`src/rtl/pong_pkg.sv`:
```
// pong_pkg: shared FSM states, direction encoding and centre constants for the pong ball stage
package pong_pkg;
  typedef enum logic [1:0] {IDLE, SERVE, PLAY, POINT} state_t;
  typedef enum logic {NEG = 1'b0, POS = 1'b1} dir_t;
  localparam int DEF_X_MAX = 63;
  localparam int DEF_Y_MAX = 47;
  function automatic int centre(input int max_v);
    return max_v / 2;
  endfunction
  localparam int CENTRE_X = centre(DEF_X_MAX);
  localparam int CENTRE_Y = centre(DEF_Y_MAX);
endpackage

```
`src/rtl/pong_paddle_hit.sv`:
```
// pong_paddle_hit: combinational paddle range test (i_y, i_paddle_y -> o_hit when i_paddle_y <= i_y < i_paddle_y+PADDLE_H, no wrap)
module pong_paddle_hit
  import pong_pkg::*;
#(
  parameter int Y_W      = 6,
  parameter int PADDLE_H = 8
) (
  input  logic [Y_W-1:0] i_y,
  input  logic [Y_W-1:0] i_paddle_y,
  output logic           o_hit
);
  logic [Y_W:0] w_y;
  logic [Y_W:0] w_top;
  logic [Y_W:0] w_bot;
  assign w_y   = {1'b0, i_y};
  assign w_top = {1'b0, i_paddle_y};
  assign w_bot = w_top + (Y_W+1)'(PADDLE_H);
  assign o_hit = (w_y >= w_top) && (w_y < w_bot);
endmodule

```
`src/rtl/pong_ball_motion.sv`:
```
// pong_ball_motion: ball physics/serve FSM; in clk,reset,tick,start,pause,paddle_l_y,paddle_r_y; out ball_x,ball_y,playing,score_l,score_r (all registered)
module pong_ball_motion
  import pong_pkg::*;
#(
  parameter int X_W         = 6,
  parameter int Y_W         = 6,
  parameter int X_MAX       = DEF_X_MAX,
  parameter int Y_MAX       = DEF_Y_MAX,
  parameter int PADDLE_H    = 8,
  parameter int SERVE_TICKS = 30
) (
  input  logic           clk,
  input  logic           reset,
  input  logic           tick,
  input  logic           start,
  input  logic           pause,
  input  logic [Y_W-1:0] paddle_l_y,
  input  logic [Y_W-1:0] paddle_r_y,
  output logic [X_W-1:0] ball_x,
  output logic [Y_W-1:0] ball_y,
  output logic           playing,
  output logic           score_l,
  output logic           score_r
);
  localparam int CNT_W = $clog2(SERVE_TICKS + 1);
  localparam logic [X_W-1:0] X_C     = X_W'(centre(X_MAX));
  localparam logic [Y_W-1:0] Y_C     = Y_W'(centre(Y_MAX));
  localparam logic [X_W-1:0] X_ONE   = X_W'(1);
  localparam logic [X_W-1:0] X_TWO   = X_W'(2);
  localparam logic [X_W-1:0] X_LAST  = X_W'(X_MAX);
  localparam logic [X_W-1:0] X_PRE   = X_W'(X_MAX - 1);
  localparam logic [X_W-1:0] X_REB   = X_W'(X_MAX - 2);
  localparam logic [Y_W-1:0] Y_ONE   = Y_W'(1);
  localparam logic [Y_W-1:0] Y_LAST  = Y_W'(Y_MAX);
  localparam logic [Y_W-1:0] Y_PRE   = Y_W'(Y_MAX - 1);
  localparam logic [CNT_W-1:0] CNT_END = CNT_W'(SERVE_TICKS - 1);
  state_t           r_state, w_state;
  logic [X_W-1:0]   r_x, w_x;
  logic [Y_W-1:0]   r_y, w_y;
  dir_t             r_dx, w_dx, r_dy, w_dy;
  logic [CNT_W-1:0] r_cnt, w_cnt;
  logic             r_playing, r_score_l, r_score_r;
  logic             w_score_l, w_score_r;
  logic             w_step, w_hit_l, w_hit_r;
  logic             w_wall_hi, w_wall_lo, w_edge_l, w_edge_r;
  pong_paddle_hit #(.Y_W(Y_W), .PADDLE_H(PADDLE_H)) u_hit_l (
    .i_y(r_y), .i_paddle_y(paddle_l_y), .o_hit(w_hit_l)
  );
  pong_paddle_hit #(.Y_W(Y_W), .PADDLE_H(PADDLE_H)) u_hit_r (
    .i_y(r_y), .i_paddle_y(paddle_r_y), .o_hit(w_hit_r)
  );
  assign w_step    = tick & ~pause;
  assign w_wall_hi = (r_dy == POS) && (r_y == Y_LAST);
  assign w_wall_lo = (r_dy == NEG) && (r_y == '0);
  assign w_edge_l  = (r_dx == NEG) && (r_x == X_ONE);
  assign w_edge_r  = (r_dx == POS) && (r_x == X_PRE);
  always_comb begin
    w_state   = r_state;
    w_x       = r_x;
    w_y       = r_y;
    w_dx      = r_dx;
    w_dy      = r_dy;
    w_cnt     = r_cnt;
    w_score_l = 1'b0;
    w_score_r = 1'b0;
    case (r_state)
      IDLE: begin
        w_state = start ? SERVE : IDLE;
        w_cnt   = '0;
      end
      SERVE: if (w_step) begin
        w_state = (r_cnt == CNT_END) ? PLAY : SERVE;
        w_cnt   = (r_cnt == CNT_END) ? '0 : r_cnt + 1'b1;
      end
      PLAY: if (w_step) begin
        w_y  = w_wall_hi ? Y_PRE : w_wall_lo ? Y_ONE : (r_dy == POS) ? r_y + 1'b1 : r_y - 1'b1;
        w_dy = w_wall_hi ? NEG : w_wall_lo ? POS : r_dy;
        w_x  = (r_dx == POS) ? r_x + 1'b1 : r_x - 1'b1;
        if (w_edge_l) begin
          w_dx      = w_hit_l ? POS : r_dx;
          w_x       = w_hit_l ? X_TWO : '0;
          w_state   = w_hit_l ? PLAY : POINT;
          w_score_r = ~w_hit_l;
        end else if (w_edge_r) begin
          w_dx      = w_hit_r ? NEG : r_dx;
          w_x       = w_hit_r ? X_REB : X_LAST;
          w_state   = w_hit_r ? PLAY : POINT;
          w_score_l = ~w_hit_r;
        end
      end
      POINT: begin
        // serve toward whoever conceded: ball parked at column 0 means the left player missed
        w_state = SERVE;
        w_x     = X_C;
        w_y     = Y_C;
        w_dy    = POS;
        w_dx    = (r_x == '0) ? NEG : POS;
        w_cnt   = '0;
      end
      default: w_state = IDLE;
    endcase
  end
  always_ff @(posedge clk) begin
    if (reset) begin
      r_state   <= IDLE;
      r_x       <= X_C;
      r_y       <= Y_C;
      r_dx      <= POS;
      r_dy      <= POS;
      r_cnt     <= '0;
      r_playing <= 1'b0;
      r_score_l <= 1'b0;
      r_score_r <= 1'b0;
    end else begin
      r_state   <= w_state;
      r_x       <= w_x;
      r_y       <= w_y;
      r_dx      <= w_dx;
      r_dy      <= w_dy;
      r_cnt     <= w_cnt;
      r_playing <= (w_state == PLAY);
      r_score_l <= w_score_l;
      r_score_r <= w_score_r;
    end
  end
  assign ball_x  = r_x;
  assign ball_y  = r_y;
  assign playing = r_playing;
  assign score_l = r_score_l;
  assign score_r = r_score_r;
endmodule
```
`config.mk`:
```
export PLATFORM = sky130hd
export DESIGN_NAME = pong_ball_motion
export DESIGN_NICKNAME = d
export VERILOG_FILES = /design/src/rtl/pong_pkg.sv /design/src/rtl/pong_paddle_hit.sv /design/src/rtl/pong_ball_motion.sv
export SDC_FILE = /design/constraint.sdc
export NUM_CORES = 1
export LEC_CHECK = 0
export BUFFER_PORTS_ARGS = -buffer_cell sky130_fd_sc_hd__buf_2
export CORE_UTILIZATION = 58
export CTS_CLUSTER_SIZE = 8
export DETAILED_ROUTE_END_ITERATION = 7
export GPL_TIMING_DRIVEN = 0
export HOLD_SLACK_MARGIN = 0.06
export PLACE_DENSITY = 0.86
export SLEW_MARGIN = 25
export SYNTH_ARGS = -nofsm -noshare
export SYNTH_HDL_FRONTEND = slang
export SYNTH_HIERARCHICAL = 1
export SYNTH_SLANG_ARGS = --single-unit
export TNS_END_PERCENT = 1
```
`constraint.sdc`:
```
create_clock -name clk -period 6.05 [get_ports clk]
set_input_delay 1.21 -clock clk [delete_from_list [all_inputs] [get_ports clk]]
set_output_delay 1.21 -clock clk [all_outputs]
set_load 0.01 [all_outputs]
```
==> summary.txt, run 1 <==
Status
  – Outcome: finished clean

Route
  – TritonRoute pass-1 iters: 4
  – Final ANT Viol Nets: 0
  – Iter 0 DRT Violations: just under 80
  – Vias: 2207
  – DRC Markers: 0
  – Drt wl/cell: around 14 um
  – Vias per cell: 6.08
  – Overall routed net length: 5260 um

Critical path
  – CP Launch Type: input port
  – CP cell instances: buf_2 > ha_1 > xnor2_1 > ha_1 > a21oi_1 > a21boi_0 > nor3b_2 > nand4b_1 > nand3_1 > a211oi_1 > a31oi_1
  – R2R Setup Slk: 3730 ps
  – CP peak stage delay: ~340 ps
  – Worst path most repeated cell: ha_1
  – FF-to-FF Start: ball_y[5]
  – Critical Path Start: paddle_l_y[3]
  – Kind of critical path: input port to register
  – Worst EP required: between 6000 and 7000 ps
  – Terminus of the critical flop-to-flop path: r_dx
  – Data arrival, critical path: roughly 3300 ps
  – Setup crit end kind: register
  – Worst path slowest cell: nor3b_2
  – Setup crit end: r_dx
  – Worst r2r path cells: 8
  – Crit path max fanout: 4

Layout
  – Final Util: 69.6%
  – Area growth syn-to-layout: 11.2%
  – Commonest non-fill, non-tap cells in the layout: ha_1, buf_2, a21oi_1, inv_1, dfxtp_1
  – Fillers: a little over 300
  – Layout cells sized above 1: 18.1%
  – Most common cell after layout, fill and taps aside: ha_1
  – Nets: 370
  – Sequential Area: 480 um^2
  – Multi-input gate area: between 0.0015 and 0.002 mm^2
  – # diodes: 0
  – Design area: 0.00262 mm^2

Placed design
  – Worst slack, placed: 2730 ps
  – Post-DP Area: 0.00257 mm^2
  – I/O Buffers: 30
  – Gpl congestion: 0.909
  – DPL Wire Length: 3990 um

Yosys
  – #FFs+latches synth: 24
  – Netlist cell types: 60
  – Main area contributors after synthesis: dfxtp_1, ha_1, a21oi_1, inv_1, nand3_1
  – Sequential fraction of the synthesis area: roughly a fifth
  – Synth warn: 6
  – FFs w/ async S/R, synth: 0%
  – Post-Syn Instances: between 200 and 300
  – Cell area after synthesis: about 0.0024 mm^2
  – Mapped Avg Cell Area: 8.39 um^2
  – Syn nets: 335
  – EDFF count, synth: 0
  – Share of the synthesized area in the top cell type: 20.4%
  – Synth area leader: dfxtp_1
  – Ys flop type: dfxtp_1

Timing
  – Worst Clk Skew: 5.73 ps
  – RSZ-0062 raised after global routing: no
  – Slew Viols, Final: 0
  – Tcrit/Tclk final: between 50% and 60%
  – Fin crit period: 3090 ps
  – Hold Violations, Final: 0
  – Final-report setup violation count: 0
  – Setup TNS: 0 ps
  – Crit path setup slack, layout: 2960 ps
  – Tightest Pin Transition: roughly 530 ps
  – Fmax: 0.324 GHz
  – Worst rel slew slack: roughly two thirds

Flow run
  – Max-Cap Viols: 0

CTS
  – CTS Buffer Depth: 2
  – Clock transition at the registers of the reported paths: 90 ps
  – Clock Root Buffer: clkbuf_8
  – Post-CTS setup buffer count: 0
  – Gates resized, CTS repair: 0
  – Clock Sinks: 24
  – Latest clock arrival within the worst-skew pair: approximately 270 ps
  – CTS Buf Count: 3
  – Hold Buf Count CTS: 0
  – CTS H-tree depth: 1
  – CTS tree: done

Pwr
  – Pwr dens: 123 mW/mm^2
  – P_leak: 1.24 nW
  – Peak supply drop: ~0.12 mV

Floorplanning
  – Die width: between 60 and 70 um
  – Initial Util: 62.5%
  – Io pins: 32
  – Chip height: 65.8 um
  – Die Footprint: about 0.0043 mm^2
  – Core footprint: 0.00377 mm^2
  – Row count: 22

Global route
  – Total global-route track usage: 26.0%
  – Largest net degree at the start of global routing: 14
  – First-pass GRT wire length: 8850 um
  – Vias in the first global route: around 2000
  – Initial antenna violation count: 0
  – Grt ovf: 0

Min path
  – Worst min-delay path category: register to register
==> state kept, by name, summed over array words and instances, names as in the netlist <==
name,cells
ball_x,6
ball_y,6
r_cnt,5
r_state,2
playing,1
r_dx,1
r_dy,1
score_l,1
score_r,1
==> layer usage <==
layer	share of wire [%]	global-route usage, %	vias up
li1	-	-	1121
met1	45	31.9	1015
met2	49	44.9	62
met3	4.3	3.28	9
met4	1.6	11.4	0
met5	0	0	-
==> Yosys cell counts (3+ instances only) <==
cell / n
ha_1: 36
a21oi_1: 27
inv_1: 26
dfxtp_1: 24
nand3_1: 16
nor2_1: 13
nand2_1: 11
o21ai_0: 10
nor3_1: 9
nand4_1: 8
nand2b_1: 7
buf_6: 6
o21ai_1: 6
a31oi_1: 4
and3_1: 4
nor2b_1: 4
nor4_1: 4
a211o_1: 3
a21boi_0: 3
clkbuf_8: 3
nand3b_1: 3
nand4b_1: 3
o21a_1: 3
o221ai_1: 3
o31a_1: 3
xnor2_1: 3
==> worst min-delay path by stage <==
| stage | start | to | cells past startpoint |
|---|---|---|---|
| floorplan | r_cnt[3] | r_cnt[3] | 2 |
| global placement | r_cnt[3] | r_cnt[3] | 2 |
| detailed placement | r_cnt[3] | r_cnt[3] | 2 |
| CTS | r_cnt[3] | r_cnt[3] | 2 |
| global route | r_cnt[3] | r_cnt[3] | 2 |
| finish | r_cnt[3] | r_cnt[3] | 2 |
==> power by group <==
group	switching (mW)	leakage (nW)	total, mW	internal, mW
Sequential	0.00105	0.194	0.160	0.158
Clock	0.0551	0.0288	0.113	0.0582
Combinational	0.0270	1.02	0.0499	0.0229
Total	0.0831	1.24	0.323	0.240
==> critical path: cells and delay by family <==
kind                     cells  cell delay, ps
XOR/XNOR                     1             130
adder cells (fa/ha/maj)      2             520
buffers and inverters        1             130
AND/OR/NAND/NOR              3             710
AO/OA/AOI/OAI                4             590
==> cell families after synthesis <==
family / count (synthesis) / share of synthesized area (%)
AOI/OAI and AO/OA: 80 / 22.7
and+or+nand+nor: 99 / 26.2
DFF: 24 / 20.4
muxes: 1 / 0.424
buffers and inverters: 36 / 8.91
xor gates and xnor gates: 4 / 1.49
adders and majority gates: 37 / 19.9
==> final cells by class <==
class                   instances  area share, %
repair buffers                 30           5.72
well taps                      48           2.29
plain buffers                  10           4.29
clock buffers                   4           2.10
inverters                      26           3.72
multi-input cells             221           63.6
flip-flops and latches         24           18.3
==> per-stage QoR <==
| stage | instances | total power, mW | hold WS (ps) |
|---|---|---|---|
| detailed placement | 359 | 0.212 | 518 |
| CTS | 363 | 0.322 | 530 |
| global placement | 359 | 0.210 | 502 |
| global route | 363 | 0.335 | 564 |
| floorplan | 281 | 0.197 | 481 |
| finish | 363 | 0.323 | 532 |
(Power assumes the default switching activity.)
==> inputs of run 2 (changes only) <==
--- a/config.mk
+++ b/config.mk
@@ -5,13 +5,14 @@
 export SDC_FILE = /design/constraint.sdc
 export NUM_CORES = 1
 export LEC_CHECK = 0
+export ABC_AREA = 1
 export BUFFER_PORTS_ARGS = -buffer_cell sky130_fd_sc_hd__buf_2
-export CORE_UTILIZATION = 58
+export CORE_UTILIZATION = 52
 export CTS_CLUSTER_SIZE = 8
 export DETAILED_ROUTE_END_ITERATION = 7
 export GPL_TIMING_DRIVEN = 0
 export HOLD_SLACK_MARGIN = 0.06
-export PLACE_DENSITY = 0.86
+export PLACE_DENSITY = 0.82
 export SLEW_MARGIN = 25
 export SYNTH_ARGS = -nofsm -noshare
 export SYNTH_HDL_FRONTEND = slang
==> constraint.sdc (replaced) <==
create_clock -name clk -period 2.8 [get_ports clk]
set_input_delay 0.56 -clock clk [delete_from_list [all_inputs] [get_ports clk]]
set_output_delay 0.56 -clock clk [all_outputs]
set_load 0.01 [all_outputs]
==> run 2 against run 1 <==
  * Worst setup slack worse by 2500 ps
  * First-iteration DRC count grew 68%
  * Synthesized cell count rose by 23%
  * Clock skew fell by 2.1 ps
  * Register-to-register slack got worse by 3100 ps
  * Final cell count increased by 18%
  * Power increased by 120%
  * Critical path type unchanged
  * Largest cell class unchanged
==> summary.txt, run 2 <==
CTS
  – Hold Buf Count CTS: 0 (unchanged)
  – CTS tree: done
  – CTS Buf Count: 3 (unchanged)
  – CTS H-tree depth: 1 (unchanged)
  – Clock Root Buffer: clkbuf_8
  – Clock transition at the registers of the reported paths: 90 ps (about the same)
  – Post-CTS setup buffer count: 0 (unchanged)
  – Clock Sinks: 24 (unchanged)
  – Latest clock arrival within the worst-skew pair: 270 ps (about the same)
  – Gates resized, CTS repair: 0 (unchanged)
  – CTS Buffer Depth: 2 (unchanged)

Global route
  – Initial antenna violation count: 0 (unchanged)
  – Largest net degree at the start of global routing: 14 (unchanged)
  – Total global-route track usage: 24.0% (-2.0 points)
  – Grt ovf: 0 (unchanged)
  – Vias in the first global route: 2079 (+2.7%)
  – First-pass GRT wire length: 8680 um (-1.9%)

Pwr
  – Final Power: 0.705 mW (+120%)
  – P_leak: 1.44 nW (+16%)
  – Peak supply drop: 0.173 mV (+41%)
  – Pwr dens: 277 mW/mm^2 (+120%)

Status
  – Outcome: finished clean

Critical path
  – Critical Path Start: paddle_r_y[3]
  – Setup crit end kind: register
  – Crit path max fanout: 4 (unchanged)
  – Kind of critical path: input port to register
  – FF-to-FF Start: ball_y[5]
  – Worst EP required: 2950 ps (-3290 ps)
  – CP Launch Type: input port
  – Data arrival, critical path: 2530 ps (-750 ps)

Floorplanning
  – Initial Util: 55.7% (-6.9 points)
  – Die width: 68.1 um (+3.6%)
  – Core footprint: 0.00409 mm^2 (+8.4%)
  – Io pins: 32 (unchanged)
  – Die Footprint: 0.00464 mm^2 (+7.3%)
  – Row count: 23 (+4.5%)
  – Chip height: 68.1 um (+3.6%)

Timing
  – Setup TNS: 0 ps (unchanged)
  – RSZ-0062 raised after global routing: no
  – Fmax: 0.420 GHz
  – Tightest Pin Transition: 514 ps (-11.4 ps)
  – Worst Clk Skew: 3.64 ps (-2.09 ps)
  – Final-report setup violation count: 0 (unchanged)
  – Fin crit period: 2380 ps
  – Crit path setup slack, layout: 420 ps (-2540 ps)
  – Slew Viols, Final: 0 (unchanged)
  – Hold Violations, Final: 0 (unchanged)
  – Tcrit/Tclk final: between 80% and 90%
  – Worst rel slew slack: 65.7% (+0.76 points)

Min path
  – Min-delay src: reset
  – Worst min-delay path category: input port to register

Yosys
  – Netlist cell types: 32 (-47%)
  – Synth warn: 6 (unchanged)
  – Syn nets: 399 (+19%)
  – Cell area after synthesis: 0.00227 mm^2 (-3.6%)
  – Synth area leader: dfxtp_1
  – Most frequent cell after synthesis: nand2_1
  – Share of the synthesized area in the top cell type: 21.1% (+0.75 points)
  – FFs w/ async S/R, synth: 0% (unchanged)
  – Sequential fraction of the synthesis area: 21.1% (+0.75 points)
  – EDFF count, synth: 0 (unchanged)
  – Post-Syn Instances: 345 (+23%)
  – #FFs+latches synth: 24 (unchanged)
  – Mapped Avg Cell Area: 6.59 um^2 (-21%)
  – Synth top cells by count: nand2_1, inv_1, ha_1
  – Main area contributors after synthesis: dfxtp_1, ha_1, nand2_1, inv_1, nor2_1
  – Ys flop type: dfxtp_1

Layout
  – Commonest non-fill, non-tap cells in the layout: nand2_1, inv_1, ha_1, buf_2, nor2_1
  – Most common cell after layout, fill and taps aside: nand2_1
  – Design area: 0.00255 mm^2 (-2.9%)
  – Finished Layout Cells: 430 (+18%)
  – # diodes: 0 (unchanged)
  – Layout cells sized above 1: 14.5% (-3.6 points)
  – Nets: 435 (+18%)
  – Area growth syn-to-layout: 12.0%

Route
  – Overall routed net length: 5140 um (-2.1%)
  – Iter 0 DRT Violations: 131 (+68%)
  – Drt wl/cell: 12.0 um (-17%)
  – Final ANT Viol Nets: 0 (unchanged)
  – TritonRoute pass-1 iters: 5 (+1)
  – Vias: 2292 (+3.9%)
  – Vias per cell: 5.33 (-12%)
  – DRC Markers: 0 (unchanged)

Placed design
  – Worst slack, placed: 205 ps (-2520 ps)
  – Gpl congestion: 0.837 (-7.9%)
  – Dpl cells: 426 (+19%)
  – Post-DP Area: 0.00249 mm^2 (-3.0%)
  – I/O Buffers: 31 (+3.3%)
  – DPL Wire Length: 3950 um (-1.1%)

Flow run
  – Max-Cap Viols: 0 (unchanged)
run 2: final timing paths:
check,end,slack [ps],cells after the start
max reg2reg,r_state[0],650,17
max,r_state[0],420,20
min reg2reg,r_cnt[3],490,2
min,score_l,490,2
run 2: layout make-up:
cell class	instances	area, um^2
Fill cell	376	1540
Timing Repair Buffer	31	155
Tap cell	50	62.6
Clock buffer	4	55.1
Buffer	3	12.5
Inverter	64	240
Sequential cell	24	480
Multi-Input combinational cell	254	1540
run 2: kinds of logic after synthesis:
kind of cell,Yosys count,share of synthesized area [%]
AND/OR/NAND/NOR,156,30.3
buffers and inverters,67,11.1
XOR/XNOR,8,3.08
adder cells (fa/ha/maj),37,20.7
AO/OA/AOI/OAI,53,13.8
flip-flops,24,21.1
run 2: worst max-delay path, cell delays in order:
cell and delay (ps):
buf_2 130, ha_1 200, xnor2_1 130, ha_1 310, a21oi_1 160, nand2_1 70, nand2_1 60, nand2_1 60
nor2_2 170, inv_1 70, nand3_2 90, nand3_1 80, nand2_1 60, nand2_1 50, nand2_1 60, nand2_1 50
nand2_1 70, nand2_2 60, nand2_1 50, nor2_1 30
run 2: through the flow:
step	hold WS (ps)	utilization, %
global route	485	62.3
detailed placement	487	61.0
CTS	489	62.3
floorplan	459	-
global placement	479	61.0
finish	489	62.3
run 2: where the power goes:
group | internal, mW | switching, mW | leakage, nW
combinational | 0.0462 | 0.0719 | 1.22
clock | 0.126 | 0.113 | 0.0288
sequential | 0.344 | 0.00355 | 0.194
run 2: routing by layer:
layer / share of wire [%] / vias up / track usage [%]
met5: 0 / - / 0
met4: 1.3 / 0 / 7.03
met3: 5.4 / 11 / 1.83
met2: 50 / 75 / 44.5
met1: 43 / 1028 / 29.1
li1: - / 1178 / -
